### config.mk
export PLATFORM = sky130hd
export DESIGN_NAME = pool_max
export DESIGN_NICKNAME = d
export VERILOG_FILES = /design/src/rtl/pool_max.sv
export SDC_FILE = /design/constraint.sdc
export NUM_CORES = 1
export LEC_CHECK = 0
export ABC_CLOCK_PERIOD_IN_PS = 3500
export CAP_MARGIN = 10
export CELL_PAD_IN_SITES_DETAIL_PLACEMENT = 2
export CELL_PAD_IN_SITES_GLOBAL_PLACEMENT = 2
export CORE_UTILIZATION = 34
export DETAILED_ROUTE_END_ITERATION = 16
export GPL_TIMING_DRIVEN = 0
export PLACE_DENSITY_LB_ADDON = 0.25
export SLEW_MARGIN = 10
export SYNTH_ARGS = -nofsm -noshare
export SYNTH_HDL_FRONTEND = slang
export SYNTH_SLANG_ARGS = --single-unit
### constraint.sdc
create_clock -name clk -period 3.5 [get_ports clk]
set_input_delay 0.35 -clock clk [delete_from_list [all_inputs] [get_ports clk]]
set_output_delay 0.35 -clock clk [all_outputs]
set_load 0.05 [all_outputs]
### src/rtl/pool_max.sv
// Streaming signed max-pooling over windows of cfg_len samples, with a
// valid/ready handshake on both sides. Optional macro POOL_MAX_RELU_EN clamps negative results to zero.
module pool_max #(
  parameter int IMG_WIDTH = 16,
  parameter int LEN_WIDTH = 4
) (
  input  logic                 clk,
  input  logic                 rst_n,
  input  logic [LEN_WIDTH-1:0] cfg_len,
  input  logic [IMG_WIDTH-1:0] up_data,
  input  logic                 up_valid,
  output logic                 up_ready,
  output logic [IMG_WIDTH-1:0] dn_data,
  output logic                 dn_valid,
  input  logic                 dn_ready
);

  typedef enum logic {EMPTY, ACCUM} state_t;

  state_t               r_state;
  logic [LEN_WIDTH-1:0] r_cnt;
  logic [LEN_WIDTH-1:0] r_len;
  logic [IMG_WIDTH-1:0] r_max;
  logic [IMG_WIDTH-1:0] r_dn_data;
  logic                 r_dn_valid;

  logic                 w_up_xfer;
  logic                 w_first;
  logic [LEN_WIDTH-1:0] w_len_start;
  logic [LEN_WIDTH-1:0] w_len_cur;
  logic [LEN_WIDTH-1:0] w_cnt_next;
  logic                 w_gt;
  logic [IMG_WIDTH-1:0] w_max_cand;
  logic                 w_done;
  logic [IMG_WIDTH-1:0] w_result;

  // The output register can always absorb a new result when it is empty or draining.
  assign up_ready  = !r_dn_valid || dn_ready;
  assign w_up_xfer = up_valid && up_ready;
  assign w_first   = (r_state == EMPTY);

  assign w_len_start = (cfg_len == '0) ? LEN_WIDTH'(1) : cfg_len;
  assign w_len_cur   = w_first ? w_len_start : r_len;
  assign w_cnt_next  = w_first ? LEN_WIDTH'(1) : (r_cnt + LEN_WIDTH'(1));

  // Strictly greater: ties keep the stored maximum.
  assign w_gt       = $signed(up_data) > $signed(r_max);
  assign w_max_cand = (w_first || w_gt) ? up_data : r_max;
  assign w_done     = w_up_xfer && (w_cnt_next == w_len_cur);

`ifdef POOL_MAX_RELU_EN
  assign w_result = w_max_cand[IMG_WIDTH-1] ? '0 : w_max_cand;
`else
  assign w_result = w_max_cand;
`endif

  always_ff @(posedge clk or negedge rst_n) begin
    if (!rst_n) begin
      r_state    <= EMPTY;
      r_cnt      <= '0;
      r_len      <= LEN_WIDTH'(1);
      r_max      <= '0;
      r_dn_data  <= '0;
      r_dn_valid <= 1'b0;
    end else begin
      if (w_up_xfer) begin
        r_max <= w_max_cand;
        if (w_first) begin
          r_len <= w_len_start;
        end
        if (w_done) begin
          r_cnt   <= '0;
          r_state <= EMPTY;
        end else begin
          r_cnt   <= w_cnt_next;
          r_state <= ACCUM;
        end
      end

      // A completing window wins over a simultaneous drain of the previous result.
      if (w_done) begin
        r_dn_valid <= 1'b1;
        r_dn_data  <= w_result;
      end else if (r_dn_valid && dn_ready) begin
        r_dn_valid <= 1'b0;
      end
    end
  end

  assign dn_data  = r_dn_data;
  assign dn_valid = r_dn_valid;

endmodule

==> flow_summary.json, run 1 <==
{
  "seq_area_mm2": 0.00105,
  "drt_pass1_iterations": 4,
  "yosysWarnings": 0,
  "hold_buffers": 0,
  "antenna_found_initial": 0,
  "via_per_inst": 5.36,
  "syn_inst": 244,
  "layout_commonest_cell": "dfrtp_1",
  "postCtsSetupRepairBufs": 0,
  "ioPinCount": 42,
  "period_share": 0.841,
  "setup_violations": 0,
  "grt_start_max_net_pins": 26,
  "drc": 0,
  "cts.path.max_buffers": 2,
  "multi_input_area_mm2": 0.00133,
  "arrival_ps": 3140,
  "drt_iter0_drc": 44,
  "core_area_mm2": 0.00721,
  "reg2reg_from": "r_max[15]",
  "overflow": 0,
  "worstMarginPinSlew_ps": 668,
  "ys_types": 42,
  "synth-seq-cells": 42,
  "die_w_um": 88.2,
  "cts_resized": 0,
  "r2r_cells": 9,
  "placement.io_buffers": 41,
  "detail-route-antenna-nets": 0,
  "relSlewSlack": 0.555,
  "vdd_ir_drop_max_mv": 0.412,
  "fin_cells": 393,
  "crit_required_ps": 3690,
  "hold_class": "input pin to async pin",
  "critPathCaptureType": "register",
  "vias": 2108,
  "crit_path_cell_trace": "clkdlybuf4s50_1, ha_1, nand4_2, nor4_4, a211o_2, o211ai_4, a31oi_4, buf_12, mux2_4",
  "mostFrequentLayoutCells": "dfrtp_1, clkdlybuf4s50_1, nor2_1",
  "cts_buffers": 5,
  "fillers": 795,
  "cpMaxStageDelayCell": "clkdlybuf4s50_1",
  "async_reset_ff_frac": 1.00,
  "grt_pass1_wl_um": 12300,
  "postRouteWirelength_um": 7500,
  "status": "finished with violations",
  "rrSetupSlack_ps": 650,
  "nNetsFinal": 334,
  "start_util": 0.350,
  "cts_max_level": 2,
  "cp_max_fo": 10,
  "startpoint_type": "input pin",
  "rsz0062_at_grt": "false",
  "p_leak_nw": 1.38,
  "avgSynthCellArea_um2": 10.4,
  "insertion_delay_ps": 300,
  "tns_ps": 0,
  "hold_slack_ps": -9.54,
  "hold_viol_final": 8,
  "synth-edff-count": 0,
  "finalMaxSlewViolations": 0,
  "first_global_vias": 2364,
  "clock_sinks": 42,
  "dieArea_mm2": 0.00778,
  "cp_slowest_stage_delay_ps": 450,
  "ys.flop_type": "dfrtp_1",
  "diodes": 0,
  "post_drt_wl_per_cell_um": 19.1,
  "cts_tree": "yes",
  "placed_cells": 385,
  "die_h_um": 88.2,
  "syn2layout_area_growth_pct": 25.3,
  "seq_area_frac_synth": 0.416,
  "period_needed_ps": 2940,
  "clk_pin_slew_ps": 90,
  "rows": 31,
  "fmaxAchievable_mhz": 340,
  "powerDensity_mw_per_mm2": 1050,
  "place.gp.congestion": 0.747,
  "grt_util_all_layers": 0.213,
  "cts_root_buffer": "clkbuf_8",
  "syn_area_mm2": 0.00253,
  "syn-num-nets": 285,
  "max-cap-violations": 0,
  "clock-skew-final_ps": 6.77,
  "reg2reg_to": "r_max[2]",
  "dp_hpwl_um": 5600,
  "crit_type": "input pin to register",
  "post_route_cells_drive_above_1_share": 0.136,
  "violations": "negative hold slack"
}
==> worst max-delay path: cells and delay by family <==
family                     cells  cell delay, ps
buffers and inverters          2             660
AOI/OAI and AO/OA              3             780
and+or+nand+nor                2             600
muxes                          1             310
adders and majority gates      1             430
==> power by group <==
group          switching [mW]  internal (mW)  total (mW)
clock network           0.182          0.160       0.342
registers               0.193          0.738       0.932
logic                    1.22          0.829        2.05
==> routing by layer <==
metal	share of wire	GRT usage	wire length (um)
met3	0.031	0.0420	235
met5	0	0	0
met1	0.46	0.277	3450
met4	0.018	0.0616	132
met2	0.49	0.359	3680
==> sequential cells by signal, summed over array words and instances, names as in the netlist <==
register and cells:
dn_data 16, r_max 16, r_cnt 4, r_len 4, dn_valid 1, r_state 1
==> cell usage after synthesis, types with 2 or more instances <==
library cell  number  area share
dfrtp_1           41        0.41
nor2_1            20       0.030
inv_1             18       0.027
nand4_1           18       0.045
o31ai_1           18       0.053
a31oi_1           17       0.042
ha_1              17       0.084
clkbuf_1          11       0.016
nand2_1           11       0.016
mux2_2            10       0.045
mux2_4            10       0.059
a21oi_1            9       0.018
nand2b_1           3      0.0074
nand3_1            3      0.0059
nor3_1             3      0.0059
o21ai_0            3      0.0059
xnor2_1            3       0.010
a21o_1             2      0.0059
and2_1             2      0.0049
buf_2              2      0.0040
xor2_1             2      0.0069
==> metrics by stage <==
step                instance area [um^2]  setup WS [ps]   util  power, mW
CTS                                 3170            530  0.439       3.35
global placement                    3060            226  0.424       2.91
floorplan                           2530           1030      -       2.36
detailed placement                  3080            202  0.426       3.00
finish                              3170            557  0.439       3.32
global route                        3170            409  0.439       3.56
==> layout make-up <==
type                    count  share of cell area
plain buffers              14              0.0225
clock buffers               7              0.0273
flip-flops and latches     42               0.332
inverters                  19              0.0225
multi-input cells         169               0.421
clock inverters             1             0.00158
well taps                  99              0.0391
repair buffers             42               0.134
==> cells by family after synthesis <==
group                    Yosys count  share of synthesized area
buffers and inverters             33                     0.0564
AND/OR/NAND/NOR                   67                      0.144
adder cells (fa/ha/maj)           17                     0.0842
multiplexers                      20                      0.104
flip-flops                        42                      0.416
XOR/XNOR                           6                     0.0267
AO/OA/AOI/OAI                     59                      0.168
==> worst max path at each step <==
stage                      from       end  slack [ps]  cells after the start
floorplan             r_max[15]  r_max[0]        1030                      9
global placement    up_data[15]  r_max[2]         230                      9
detailed placement  up_data[15]  r_max[2]         200                      9
CTS                 up_data[15]  r_max[2]         530                      9
global route        up_data[15]  r_max[4]         410                      9
finish              up_data[15]  r_max[2]         560                      9
(Power assumes the default switching activity.)
==> run 2: changes to the inputs <==
--- a/config.mk
+++ b/config.mk
@@ -5,11 +5,11 @@
 export SDC_FILE = /design/constraint.sdc
 export NUM_CORES = 1
 export LEC_CHECK = 0
-export ABC_CLOCK_PERIOD_IN_PS = 3500
+export ABC_CLOCK_PERIOD_IN_PS = 2400
 export CAP_MARGIN = 10
 export CELL_PAD_IN_SITES_DETAIL_PLACEMENT = 2
 export CELL_PAD_IN_SITES_GLOBAL_PLACEMENT = 2
-export CORE_UTILIZATION = 34
+export CORE_UTILIZATION = 31
 export DETAILED_ROUTE_END_ITERATION = 16
 export GPL_TIMING_DRIVEN = 0
 export PLACE_DENSITY_LB_ADDON = 0.25
==> constraint.sdc (replaced) <==
create_clock -name clk -period 2.4 [get_ports clk]
set_input_delay 0.24 -clock clk [delete_from_list [all_inputs] [get_ports clk]]
set_output_delay 0.24 -clock clk [all_outputs]
set_load 0.05 [all_outputs]
==> run 2 against run 1 <==
  * The run ends with negative setup slack left
  * Sequential share of layout area fell by 4.9 points
  * Critical path depth is the same
  * Clock skew increased by 1.0 ps
  * Final area up 17%
  * Power up 76%
  * Sequential cell count is the same
  * Sequential power grew 45%
  * Global-route usage up 0.60 points
  * Via count increased by 11%
  * Clock power increased by 44%
  * Critical path type is now register to register
  * Critical endpoint is now r_max[9]
==> flow_summary.json, run 2 (synthesis gave the netlist of run 1 again) <==
{
  "finalMaxSlewViolations": 0,
  "post_drt_wl_per_cell_um": 22.4,
  "hold_slack_ps": 292,
  "via_per_inst": 5.48,
  "p_sw_mw": 2.76,
  "design_area_mm2": 0.00371,
  "cp_max_fo": 6,
  "dp_hpwl_um": 5550,
  "cts.path.max_buffers": 2,
  "place.gp.congestion": 0.727,
  "power.share.combinational": 0.684,
  "period_needed_ps": 2520,
  "placed_cells": 388,
  "dpl_cell_area_mm2": 0.00308,
  "overflow": 0,
  "crit_start": "r_max[9]",
  "p_total_mw": 5.83,
  "max-cap-violations": 0,
  "grt_start_max_net_pins": 28,
  "first_global_vias": 2507,
  "arrival_ps": 2710,
  "startpoint_type": "register",
  "relSlewSlack": 0.440,
  "ioPinCount": 42,
  "detail-route-antenna-nets": 0,
  "antenna_found_initial": 0,
  "worstMarginPinSlew_ps": 840,
  "die_w_um": 92.3,
  "reg2reg_to": "r_max[9]",
  "drt_pass1_iterations": 4,
  "cts_buffers": 5,
  "setup_violations": 18,
  "powerDensity_mw_per_mm2": 1570,
  "p_int_mw": 3.07,
  "crit_type": "register to register",
  "cts_tree": "yes",
  "clock_sinks": 42,
  "cts_root_buffer": "clkbuf_8",
  "vdd_ir_drop_max_mv": 0.608,
  "crit_required_ps": 2580,
  "mostFrequentLayoutCells": "dfrtp_1, buf_4, clkdlybuf4s50_1, nor2_1, nand4_1",
  "p_seq_frac": 0.231,
  "postRouteWirelength_um": 9580,
  "fin_cells": 427,
  "grt_util_all_layers": 0.219,
  "clock-skew-final_ps": 7.77,
  "status": "finished with violations",
  "fmaxAchievable_mhz": 397,
  "core_area_mm2": 0.00781,
  "nNetsFinal": 365,
  "tns_ps": -1800,
  "pre_cts_ws_ps": -710,
  "rows": 32,
  "p_leak_nw": 1.62,
  "vias": 2339,
  "cts_max_level": 2,
  "dieArea_mm2": 0.00852,
  "diodes": 0,
  "layout_commonest_cell": "dfrtp_1",
  "grt_pass1_wl_um": 14000,
  "clk_pin_slew_ps": 90,
  "pwr-share-clk": 0.084,
  "drc": 0,
  "post_route_cells_drive_above_1_share": 0.345,
  "rsz0062_at_grt": "true",
  "hold_class": "input pin to register",
  "syn2layout_area_growth_pct": 46.8,
  "die_h_um": 92.3,
  "hold_depth": 3,
  "holdPathEnd": "dn_data[8]",
  "start_util": 0.324,
  "worst_slack_ps": -121,
  "placement.io_buffers": 41,
  "drt_iter0_drc": 83,
  "sw_frac_of_total": 0.473,
  "hold_viol_final": 0,
  "period_share": 1.05,
  "reg2reg_from": "r_max[9]",
  "violations": "negative setup slack",
  "min_from": "up_data[8]",
  "insertion_delay_ps": 300,
  "critPathCaptureType": "register",
  "r2r_cells": 9,
  "rrSetupSlack_ps": -120,
  "final_util": 0.475
}
## run 2: worst max-delay path by stage
stage,endpoint,slack [ps]
detailed placement,r_max[3],-710
global route,r_max[9],-240
floorplan,r_max[0],4
CTS,r_max[1],-110
global placement,r_max[2],-730
finish,r_max[9],-120
## run 2: what timing repair did
item	4_1_cts	5_1_grt
setup buffers	17	16
setup endpoints to repair	34	37
hold buffers	1	0
cloned	1	0
hold endpoints to repair	14	0
resized for setup	42	41
pin swaps	10	11
## run 2: area by class of cell
cell class	instances	area [um^2]
Inverter	19	75.1
Multi-Input combinational cell	169	1600
Clock inverter	1	5.00
Fill cell	802	4100
Timing Repair Buffer	75	687
Buffer	12	80.1
Tap cell	102	128
Sequential cell	42	1050
Clock buffer	7	86.3
## run 2: critical path, cell delays in order (launching register included)
cell and delay (ps):
dfrtp_1 410, inv_2 70, ha_4 260, nand4_1 180
nor4_4 360, a211o_2 230, o211ai_4 120, a31oi_4 270
buf_6 190, mux2_4 310
## run 2: power by group through the flow
stage	registers, mW	clock network, mW	logic (mW)
floorplan	1.80	0	1.64
global placement	1.34	0	2.93
detailed placement	1.36	0	3.00
CTS	1.34	0.510	3.56
global route	1.39	0.532	4.23
finish	1.35	0.492	3.99
## run 2: metal layers
layer | vias to the layer above | track usage | wire length [um]
met1 | 1213 | 0.284 | 4140
met2 | 51 | 0.379 | 4910
met5 | - | 0 | 0
met4 | 0 | 0.0768 | 297
li1 | 1057 | - | -
met3 | 18 | 0.0222 | 232
==> run 3: changes to the inputs <==
--- a/config.mk
+++ b/config.mk
@@ -13,6 +13,7 @@
 export DETAILED_ROUTE_END_ITERATION = 16
 export GPL_TIMING_DRIVEN = 0
 export PLACE_DENSITY_LB_ADDON = 0.25
+export SETUP_SLACK_MARGIN = 0.2
 export SLEW_MARGIN = 10
 export SYNTH_ARGS = -nofsm -noshare
 export SYNTH_HDL_FRONTEND = slang
==> run 3 against run 2 <==
  * Sequential cell count did not move
  * Wire length rose by 20%
  * First-iteration DRC count rose by 16%
  * Sequential share of layout area fell by 1.9 points
  * Hold slack improved by 17 ps
  * Final area rose by 7.1%
  * Die area did not move
  * Highest routed layer unchanged
  * Maximum frequency fell by 7.9%
  * Sequential power barely moved
  * Clock power fell by 1%
  * Via count rose by 6.5%
  * The flow still finishes with violations (negative setup slack)
  * Global-route usage rose by 3.0 points
==> flow_summary.json, run 3 (synthesis gave the netlist of run 1 again) <==
{
  "grt_pass1_wl_um": 15400,
  "critPathCaptureType": "register",
  "setup_violations": 32,
  "crit_path_cell_trace": "inv_1, ha_1, nand4_1, buf_4, nor4_4, buf_4, a211oi_4, nand3_4, a31oi_4, buf_6, buf_16, mux2_4",
  "cts_root_buffer": "clkbuf_8",
  "violations": "negative setup slack",
  "route.met2.wl_um": 5890,
  "overflow": 0,
  "r2r_cells": 12,
  "cts_tree": "yes",
  "cpMostUsedCell": "buf_4",
  "p_total_mw": 6.60,
  "rsz0062_at_grt": "true",
  "vdd_ir_drop_max_mv": 0.547,
  "drt_iter0_drc": 96,
  "design_area_mm2": 0.00397,
  "cp_slowest_stage_delay_ps": 400,
  "via_per_inst": 5.76,
  "startpoint_type": "register",
  "postRouteWirelength_um": 11500,
  "rrSetupSlack_ps": -340,
  "hold_depth": 3,
  "post_drt_wl_per_cell_um": 26.6,
  "pre_cts_ws_ps": -841,
  "first_global_vias": 2664,
  "powerDensity_mw_per_mm2": 1660,
  "grt_start_max_net_pins": 24,
  "grt_util_all_layers": 0.249,
  "status": "finished with violations",
  "layout_commonest_cell": "dfrtp_1",
  "wl_met1_um": 4720,
  "core_area_mm2": 0.00781,
  "cts_max_level": 2,
  "die_h_um": 92.3,
  "period_share": 1.14,
  "clock-skew-final_ps": 8.83,
  "p_leak_nw": 1.71,
  "fmaxAchievable_mhz": 365,
  "final_util": 0.509,
  "mostFrequentLayoutCells": "dfrtp_1, clkdlybuf4s50_1, buf_4, nor2_1, nand4_1",
  "detail-route-antenna-nets": 0,
  "insertion_delay_ps": 320,
  "hold_viol_final": 0,
  "crit_required_ps": 2600,
  "placed_cells": 388,
  "hold_class": "input pin to register",
  "clk_pin_slew_ps": 80,
  "antenna_found_initial": 0,
  "rows": 32,
  "period_needed_ps": 2740,
  "finalMaxSlewViolations": 0,
  "cts.path.max_buffers": 2,
  "crit_start": "r_max[5]",
  "fillers": 773,
  "ioPinCount": 42,
  "tns_ps": -7950,
  "worstMarginPinSlew_ps": 1060,
  "cp_max_fo": 5,
  "reg2reg_to": "r_max[5]",
  "hold_slack_ps": 309,
  "min_from": "up_data[10]",
  "diodes": 0,
  "dr_wl_met3_um": 347,
  "post_route_cells_drive_above_1_share": 0.378,
  "vias": 2492,
  "drt_pass1_iterations": 4,
  "max-cap-violations": 0,
  "cts_buffers": 5,
  "dp_hpwl_um": 5740,
  "holdPathEnd": "dn_data[10]",
  "crit_type": "register to register",
  "arrival_ps": 2940,
  "start_util": 0.324,
  "reg2reg_from": "r_max[5]",
  "dpl_cell_area_mm2": 0.00309,
  "syn2layout_area_growth_pct": 57.2,
  "drc": 0,
  "cpMaxStageDelayCell": "dfrtp_1",
  "dieArea_mm2": 0.00852,
  "top_layer_used": "met4",
  "fin_cells": 433,
  "worst_slack_ps": -338,
  "clock_sinks": 42,
  "place.gp.congestion": 0.739,
  "placement.io_buffers": 41,
  "relSlewSlack": 0.294,
  "nNetsFinal": 371,
  "die_w_um": 92.3
}
==> run 3: how the worst max path moves through the flow <==
stage / endpoint / cells past startpoint
global route: r_max[5] / 12
finish: r_max[5] / 12
CTS: r_max[11] / 10
global placement: r_max[2] / 9
detailed placement: r_max[0] / 9
floorplan: r_max[0] / 9
==> run 3: layout make-up <==
cell class / instances / area, um^2 / area share
plain buffers: 14 / 129 / 0.0324
clock buffers: 8 / 80.1 / 0.0202
inverters: 19 / 76.3 / 0.0192
multi-input cells: 169 / 1730 / 0.436
flip-flops and latches: 42 / 1050 / 0.265
well taps: 102 / 128 / 0.0321
repair buffers: 79 / 774 / 0.195
==> run 3: where the power goes <==
part	switching, mW	total [mW]	leakage, nW	internal (mW)
sequential	0.304	1.38	0.489	1.08
combinational	2.59	4.73	1.18	2.14
clock	0.278	0.486	0.0395	0.208
total	3.17	6.60	1.71	3.42
==> run 3: repair_timing <==
action | 4_1_cts | 5_1_grt
setup buffers | 18 | 16
endpoints found under the hold margin | 19 | 0
cloned | 1 | 1
pin swaps | 26 | 20
resized for setup | 75 | 36
endpoints found under the setup margin | 37 | 36
hold buffers | 1 | 0
==> run 3: metal layers <==
layer	up-vias	GRT usage
li1	1076	-
met1	1311	0.297
met2	71	0.457
met3	34	0.0386
met4	0	0.0729
met5	-	0
==> run 3: critical path: cells and delay by family (launching register included) <==
family / cells / cell delay [ps]
multiplexers: 1 / 300
flip-flops: 1 / 400
AND/OR/NAND/NOR: 3 / 320
AO/OA/AOI/OAI: 2 / 620
adder cells (fa/ha/maj): 1 / 310
buffers and inverters: 5 / 680
